<file path="src/rtl/w5500_pkg.sv">
// Shared types and W5500 frame constants for the SPI read path.
package w5500_pkg;

  typedef enum logic [2:0] {
    S_IDLE,
    S_CS_SETUP,
    S_ADDR,
    S_CTRL,
    S_DATA,
    S_STALL,
    S_CS_HOLD,
    S_DONE
  } state_t;

  localparam logic       RWB_READ   = 1'b0;
  localparam logic [1:0] OM_VDM     = 2'b00;
  localparam logic [4:0] BSB_COMMON = 5'b00000;
  localparam logic [4:0] BSB_S0_REG = 5'b00001;
  localparam logic [4:0] BSB_S0_RX  = 5'b00011;
  localparam int         HDR_BITS   = 24;

  // Address phase followed by the variable-length-mode read control byte.
  function automatic logic [HDR_BITS-1:0] read_header(input logic [15:0] addr,
                                                      input logic [4:0]  bsb);
    return {addr, bsb, RWB_READ, OM_VDM};
  endfunction

endpackage

</file>
<file path="src/rtl/spi_clk_gen.sv">
// Mode-0 SCLK generator: toggles every CLK_DIV clocks while enabled and
// flags the edge being produced; disabling parks SCLK low with a fresh count.
module spi_clk_gen
  import w5500_pkg::*;
#(
  parameter int CLK_DIV = 4
) (
  input  logic clk,
  input  logic rst,
  input  logic en,
  output logic sclk,
  output logic rise,
  output logic fall
);

  localparam int CW = (CLK_DIV > 1) ? $clog2(CLK_DIV) : 1;

  logic [CW-1:0] cnt;
  logic          tc;

  assign tc   = (cnt == CW'(CLK_DIV - 1));
  assign rise = en && tc && !sclk;
  assign fall = en && tc && sclk;

  always_ff @(posedge clk) begin
    if (rst || !en) begin
      cnt  <= '0;
      sclk <= 1'b0;
    end else if (tc) begin
      cnt  <= '0;
      sclk <= ~sclk;
    end else begin
      cnt <= cnt + 1'b1;
    end
  end

endmodule

</file>
<file path="src/rtl/w5500_spi_reader.sv">
// W5500 variable-length read master feeding a valid/ready byte stream.
// Optional W5500 hardware-reset sequencing is enabled with W5500_RST_EN.
module w5500_spi_reader
  import w5500_pkg::*;
#(
  parameter int CLK_DIV    = 4,
  parameter int LEN_W      = 5,
  parameter int RST_CYCLES = 500
) (
  input  logic             i_clk,
  input  logic             i_rst,
  input  logic             i_start,
  input  logic [15:0]      i_addr,
  input  logic [4:0]       i_bsb,
  input  logic [LEN_W-1:0] i_len,
  input  logic             i_spi_miso,
  output logic             o_spi_mosi,
  output logic             o_spi_clk,
  output logic             o_spi_cs,
  output logic [7:0]       o_data,
  output logic             o_valid,
  input  logic             i_ready,
  output logic             o_busy,
  output logic             o_done
`ifdef W5500_RST_EN
  ,
  output logic             o_w5500_rst
`endif
);

  localparam int CW = (CLK_DIV > 1) ? $clog2(CLK_DIV) : 1;

  state_t              state, state_n;
  logic [CW-1:0]       wcnt;
  logic                wait_tc;
  logic [3:0]          bit_cnt;
  logic                last_bit;
  logic [LEN_W-1:0]    rem;
  logic [HDR_BITS-1:0] tx;
  logic [7:0]          rx;
  logic                cs;
  logic                sclk_en, rise, fall;
  logic                start_ok, rst_active;

  spi_clk_gen #(.CLK_DIV(CLK_DIV)) u_clk (
    .clk  (i_clk),
    .rst  (i_rst),
    .en   (sclk_en),
    .sclk (o_spi_clk),
    .rise (rise),
    .fall (fall)
  );

`ifdef W5500_RST_EN
  localparam int RW = $clog2(RST_CYCLES + 1);
  logic [RW-1:0] rst_cnt;

  always_ff @(posedge i_clk) begin
    if (i_rst)           rst_cnt <= '0;
    else if (rst_active) rst_cnt <= rst_cnt + 1'b1;
  end

  assign rst_active  = (rst_cnt != RW'(RST_CYCLES));
  assign o_w5500_rst = !rst_active;
`else
  localparam int unused_rst_cycles = RST_CYCLES;
  assign rst_active = 1'b0;
`endif

  assign sclk_en    = state inside {S_ADDR, S_CTRL, S_DATA};
  assign wait_tc    = (wcnt == CW'(CLK_DIV - 1));
  assign last_bit   = (state == S_ADDR) ? (bit_cnt == 4'd15) : (bit_cnt == 4'd7);
  assign start_ok   = i_start && (state == S_IDLE) && !rst_active;
  assign o_spi_cs   = cs;
  assign o_spi_mosi = tx[HDR_BITS-1];
  assign o_busy     = (state != S_IDLE) || rst_active;
  assign o_done     = (state == S_DONE);

  always_ff @(posedge i_clk) begin
    if (i_rst) state <= S_IDLE;
    else       state <= state_n;
  end

  // Byte boundaries only advance when the previous byte has been taken,
  // which also protects an unread byte left over from an earlier read.
  always_comb begin
    state_n = state;
    case (state)
      S_IDLE:     if (start_ok) state_n = (i_len == '0) ? S_DONE : S_CS_SETUP;
      S_CS_SETUP: if (wait_tc) state_n = S_ADDR;
      S_ADDR:     if (fall && last_bit) state_n = S_CTRL;
      S_CTRL:     if (fall && last_bit) state_n = (o_valid && !i_ready) ? S_STALL : S_DATA;
      S_DATA: begin
        if (fall && last_bit) begin
          if (rem == LEN_W'(1))          state_n = S_CS_HOLD;
          else if (o_valid && !i_ready)  state_n = S_STALL;
        end
      end
      S_STALL:    if (i_ready) state_n = S_DATA;
      S_CS_HOLD:  if (wait_tc) state_n = S_DONE;
      S_DONE:     state_n = S_IDLE;
      default:    state_n = S_IDLE;
    endcase
  end

  always_ff @(posedge i_clk) begin
    if (i_rst) begin
      wcnt    <= '0;
      bit_cnt <= '0;
      rem     <= '0;
      tx      <= '0;
      rx      <= '0;
      o_data  <= '0;
      o_valid <= 1'b0;
      cs      <= 1'b1;
    end else begin
      cs <= (state_n == S_IDLE) || (state_n == S_DONE);

      if ((state == S_CS_SETUP || state == S_CS_HOLD) && !wait_tc) wcnt <= wcnt + 1'b1;
      else                                                         wcnt <= '0;

      if (start_ok) begin
        rem     <= i_len;
        bit_cnt <= '0;
        if (i_len != '0) tx <= read_header(i_addr, i_bsb);
      end

      // Header shifts out fully, so MOSI is already 0 through DATA.
      if (fall) begin
        bit_cnt <= last_bit ? 4'd0 : bit_cnt + 4'd1;
        if (state != S_DATA)                tx  <= {tx[HDR_BITS-2:0], 1'b0};
        else if (last_bit && rem != '0)     rem <= rem - 1'b1;
      end

      if (o_valid && i_ready) o_valid <= 1'b0;

      if (rise && state == S_DATA) begin
        rx <= {rx[6:0], i_spi_miso};
        if (bit_cnt == 4'd7) begin
          o_data  <= {rx[6:0], i_spi_miso};
          o_valid <= 1'b1;
        end
      end
    end
  end

endmodule
</file>
<file path="config.mk">
export PLATFORM = sky130hd
export DESIGN_NAME = w5500_spi_reader
export DESIGN_NICKNAME = d
export VERILOG_FILES = /design/src/rtl/w5500_pkg.sv /design/src/rtl/spi_clk_gen.sv /design/src/rtl/w5500_spi_reader.sv
export SDC_FILE = /design/constraint.sdc
export NUM_CORES = 1
export LEC_CHECK = 0
export CORE_ASPECT_RATIO = 0.75
export CORE_MARGIN = 4
export CORE_UTILIZATION = 50
export CTS_BUF_LIST = sky130_fd_sc_hd__clkbuf_4 sky130_fd_sc_hd__clkbuf_8
export CTS_CLUSTER_DIAMETER = 100
export CTS_CLUSTER_SIZE = 25
export DETAILED_ROUTE_END_ITERATION = 12
export PLACE_DENSITY = 0.76
export REMOVE_ABC_BUFFERS = 1
export SKIP_CTS_REPAIR_TIMING = 1
export SYNTH_ARGS = -nofsm -noshare
export SYNTH_HDL_FRONTEND = slang
export SYNTH_SLANG_ARGS = --single-unit
</file>
<file path="constraint.sdc">
create_clock -name i_clk -period 3.13 [get_ports i_clk]
set_clock_uncertainty 0.05 [all_clocks]
set_input_delay 0.313 -clock i_clk [delete_from_list [all_inputs] [get_ports i_clk]]
set_output_delay 0.313 -clock i_clk [all_outputs]
set_load 0.02 [all_outputs]
</file>
==> flow_summary.ini, run 1 <==
[detailed_routing]
dr.first_iter.drc_count = 92
drc = 0
wl_um = 5380
vias_per_cell = 5.41
ant_nets = 0
vias = 2217
wl_per_cell_um = 13.1
first_pass_iters = 4

[sta]
max_slew_margin = 0.679
worst_pin_slew_ps = 482
slew_viol_final = 0
max_freq_mhz = 407
rsz0062_at_grt = no
fin_crit_ps = 2460
fin_setup_tns_ps = 0
hold_viol = 0
period_share = 0.785
setup_viol = 0

[worst_setup_path]
cp.required_ps = 3280
cp_num_buf_inv = 0
endpoint_kind = flop
crit_family = simple AND/OR/NAND/NOR gates
max_stage_delay_ps = 610
crit_chain = or3b_4 > or3b_1 > nor2b_4 > mux2i_1 > nor2_1
critical_path_class = reg -> reg
start_kind = flop
crit_arrival_ps = 2610
slowest_stage = or3b_1
critPathMaxFanout = 13

[yosys]
ys_ff_latch = 58
synth-seq-area-share = 0.429
synth_edf_count = 0
ys_warn_count = 0
ys_async_sr_fraction = 0
synthFlopType = dfxtp_1
synth_cell_types = 49
syn_area_um2 = 2710
synth_area_leaders = dfxtp_1, mux2i_1, nor2_1
syn_avg_cell_area_um2 = 9.26
synth_top_area_frac = 0.429
synthCells = 292
yosysTopAreaCell = dfxtp_1

[floorplan]
core-area_um2 = 5060
fp.dieW_um = 92.9
initial_utilization = 0.534
ios = 45
rows = 22
die_area_um2 = 6660
dieHeight_um = 71.7

[finish]
drive_above_1_share = 0.0799
final_cell_mix = dfxtp_1, nor2_1, clkdlybuf4s50_1
final_cells = 410
antenna_cells = 0
layout_commonest_cell = dfxtp_1
nets = 371
area_growth_pct = 23.8

[global_routing]
antenna_found_initial = 0
first_global_vias = 2032
grt_max_degree = 46
grt_overflow = 0
grt_pass1_wl_um = 9050
grtUsageTotal = 0.170

[pwr]
ir_worst_vdd_uv = 354
pwr-share-seq = 0.505
p_per_area_nw_per_um2 = 464
power_leakage_nw = 1.38
p_sw_frac = 0.231
internal_power_mw = 1.19
p_switching_mw = 0.358
p_clk_frac = 0.394
total_power_mw = 1.55
p_comb_frac = 0.102

[clock_tree]
clockRootBuffer = clkbuf_8
cts_sinks = 58
cts_tree = built
clk_latency_ps = 330
htreeDepth = 3
cts_buffer_depth = 2
clk_pin_slew_ps = 60
cts_buffers = 9

[placement]
port_buffers = 44
placed_cells_incl_taps = 395
place_congestion = 0.839
place_hpwl_um = 3740

[outcome]
status = finished clean

[hold_path]
hp-class = in -> reg

[job]
cap_violations = 0
==> worst reg2reg max path, cell delays in order, from the launching register on <==
cell	delay, ps
dfxtp_1	540
or3b_4	450
or3b_1	610
nor2b_4	390
mux2i_1	240
nor2_1	50
==> routing by layer <==
metal  up-vias  wire length [um]  track usage
li1       1142                 -            -
met1      1007              2650        0.225
met2        61              2310        0.251
met3         7               367       0.0651
met4         0                55       0.0650
met5         -                 0            0
==> per-stage QoR <==
stage                util  hold slack [ps]  cell area [um^2]  setup slack [ps]
floorplan               -              332              2610               478
CTS                 0.661              290              3350               665
global route        0.661              307              3350               532
detailed placement  0.626              369              3170               666
global placement    0.626              356              3170               743
finish              0.661              300              3350               673
==> power by group through the flow <==
| stage | Combinational, mW | Sequential [mW] | Clock (mW) |
|---|---|---|---|
| 3_5_place_dp | 0.158 | 0.799 | 0 |
| 2_1_floorplan | 0.0828 | 0.797 | 0 |
| 5_1_grt | 0.173 | 0.787 | 0.659 |
| 6_report | 0.158 | 0.783 | 0.612 |
| 3_3_place_gp | 0.156 | 0.798 | 0 |
| 4_1_cts | 0.159 | 0.783 | 0.629 |
==> final cells by class <==
cell class | instances | area, um^2
tap | 72 | 90.1
multi-input combinational | 207 | 1410
sequential | 58 | 1160
clock inverter | 2 | 12.5
clock buffer | 13 | 166
fill | 439 | 1720
timing repair buffer | 49 | 473
inverter | 9 | 33.8
==> worst paths after layout <==
path	from	endpoint	slack [ps]	cells after the start
worst max-delay path	state[2]	o_data[3]	670	5
worst min-delay path	i_rst	state[2]	300	2
worst max register to register	state[2]	o_data[3]	670	5
worst min register to register	wcnt[0]	wcnt[0]	370	1
==> registers in the layout, indices dropped and copies added, names as in the netlist <==
name / cells
tx: 24
bit_cnt: 4
u_clk.cnt: 2
o_valid: 1
wcnt: 2
o_data: 8
state: 3
u_clk.sclk: 1
rx: 7
o_spi_cs: 1
rem: 5
==> cell families after synthesis <==
| family | count (synthesis) | share of synthesized area |
|---|---|---|
| fa+ha+maj | 6 | 0.0278 |
| xor+xnor | 1 | 0.00324 |
| mux | 39 | 0.145 |
| simple gates | 103 | 0.195 |
| buf+inv | 27 | 0.0490 |
| flops | 58 | 0.429 |
| compound gates | 58 | 0.151 |
==> synth_stat cells, drive strengths merged, types with 2 or more instances <==
cell type / instances
buf: 5
nor3: 7
nand2: 8
and3: 3
and2: 2
nor2: 52
a21o: 2
nor3b: 5
inv: 9
o21ai: 5
nand3: 5
or3: 3
a32oi: 2
a22oi: 2
mux2i: 38
nor4: 2
a21oi: 13
a211oi: 23
nor4b: 2
or3b: 2
dfxtp: 58
nor2b: 3
clkbuf: 13
nand2b: 2
ha: 6
Note: power is estimated with default switching activity, not from simulation.
==> run 2, diff against run 1 <==
--- a/config.mk
+++ b/config.mk
@@ -12,7 +12,7 @@
 export CTS_CLUSTER_DIAMETER = 100
 export CTS_CLUSTER_SIZE = 25
 export DETAILED_ROUTE_END_ITERATION = 12
-export PLACE_DENSITY = 0.76
+export PLACE_DENSITY = 0.79
 export REMOVE_ABC_BUFFERS = 1
 export SKIP_CTS_REPAIR_TIMING = 1
 export SYNTH_ARGS = -nofsm -noshare
==> constraint.sdc (replaced) <==
create_clock -name i_clk -period 2.05 [get_ports i_clk]
set_clock_uncertainty 0.05 [all_clocks]
set_input_delay 0.205 -clock i_clk [delete_from_list [all_inputs] [get_ports i_clk]]
set_output_delay 0.205 -clock i_clk [all_outputs]
set_load 0.02 [all_outputs]
==> flow_summary.ini, run 2 (synthesis results as in run 1) <==
[outcome]
status = finished clean

[floorplan]
dieHeight_um = 71.7
rows = 22
die_area_um2 = 6660
core-area_um2 = 5060
fp.dieW_um = 92.9
initial_utilization = 0.534
ios = 45

[pwr]
ir_worst_vdd_uv = 483
internal_power_mw = 1.79
power_leakage_nw = 1.49
p_clk_frac = 0.385
p_sw_frac = 0.246
p_switching_mw = 0.585
p_per_area_nw_per_um2 = 673
p_comb_frac = 0.113
pwr-share-seq = 0.502

[placement]
port_buffers = 44
place_area_um2 = 3290
place_congestion = 0.913
placed_cells_incl_taps = 410
place_hpwl_um = 4100

[detailed_routing]
ant_nets = 0
wl_met2_um = 2760
wl_um = 5910
vias_per_cell = 5.36
wirelength_met1_um = 2790
wl_met3_um = 334
first_pass_iters = 4
wl_per_cell_um = 13.8
top_layer = met4
drc = 0
dr.first_iter.drc_count = 100
vias = 2293

[finish]
drive_above_1_share = 0.160
top_register = tx
nets = 388
antenna_cells = 0
reg_top3 = tx: 24 flops, o_data: 8 flops, rx: 7 flops
final_cells = 428
area_growth_pct = 30.7
layout_commonest_cell = dfxtp_1
largest_reg_flops = 24
final_cell_mix = dfxtp_1, nor2_1, clkdlybuf4s50_1
final_area_um2 = 3540
fillers = 424

[clock_tree]
clockRootBuffer = clkbuf_8
cts_buffers = 9
cts_buffer_depth = 2
clk_latency_ps = 330
cts_sinks = 58
htreeDepth = 3
cts_tree = built
clk_pin_slew_ps = 60

[worst_setup_path]
critical_path_class = reg -> reg
endpoint_kind = flop
cp.required_ps = 2230
start_kind = flop
critPathMaxFanout = 5
crit_arrival_ps = 2180
reg2reg_from = bit_cnt[0]
crit_start = bit_cnt[0]

[hold_path]
hp-class = in -> reg
hp-start = i_rst

[global_routing]
grt_overflow = 0
grtUsageTotal = 0.182
first_global_vias = 2136
grt_max_degree = 46
antenna_found_initial = 0
grt_pass1_wl_um = 9600

[job]
cap_violations = 0

[sta]
max_freq_mhz = 499
period_share = 0.978
max_slew_margin = 0.717
slew_viol_final = 0
setup_viol = 0
rsz0062_at_grt = yes
worst_pin_slew_ps = 425
fin_setup_tns_ps = 0
hold_viol = 0
fin_crit_ps = 2000
[run 2: critical path, cell delays in order (launching register included)]
cell	delay, ps
dfxtp_1	340
ha_1	240
and3b_1	220
mux2i_2	320
nor4_1	120
or3_1	430
and2_1	180
[run 2: worst paths after layout]
| path | end | slack (ps) | cells after the start |
|---|---|---|---|
| min | rx[6] | 240 | 2 |
| max | state[0] | 50 | 6 |
| max reg2reg | state[0] | 50 | 6 |
| min reg2reg | wcnt[0] | 370 | 1 |
[run 2: layout make-up]
class / instances / area, um^2 / share of cell area
Clock buffer: 11 / 145 / 0.0410
Timing Repair Buffer: 66 / 628 / 0.178
Sequential cell: 58 / 1160 / 0.329
Tap cell: 72 / 90.1 / 0.0255
Multi-Input combinational cell: 207 / 1440 / 0.408
Clock inverter: 5 / 30.0 / 0.00849
Inverter: 9 / 33.8 / 0.00955
[run 2: per-layer routing]
| metal | vias up | global-route usage |
|---|---|---|
| li1 | 1171 | - |
| met1 | 1068 | 0.234 |
| met2 | 52 | 0.281 |
| met3 | 2 | 0.0724 |
| met4 | 0 | 0.0585 |
| met5 | - | 0 |
[run 2: power groups by stage]
stage               logic, mW  clock network, mW  registers (mW)
finish                  0.270              0.916            1.19
global route            0.294              0.998            1.20
CTS                     0.268              0.937            1.19
detailed placement      0.266                  0            1.22
global placement        0.258                  0            1.22
floorplan               0.126                  0            1.22
[run 2: through the flow]
step	power, mW	worst slack, ps	utilization	hold slack [ps]
6_report	2.38	45.9	0.698	235
3_3_place_gp	1.47	-27.4	0.650	358
4_1_cts	2.40	-59.3	0.685	225
5_1_grt	2.49	-7.05	0.698	229
2_1_floorplan	1.34	-602	-	224
3_5_place_dp	1.48	-85.5	0.650	366
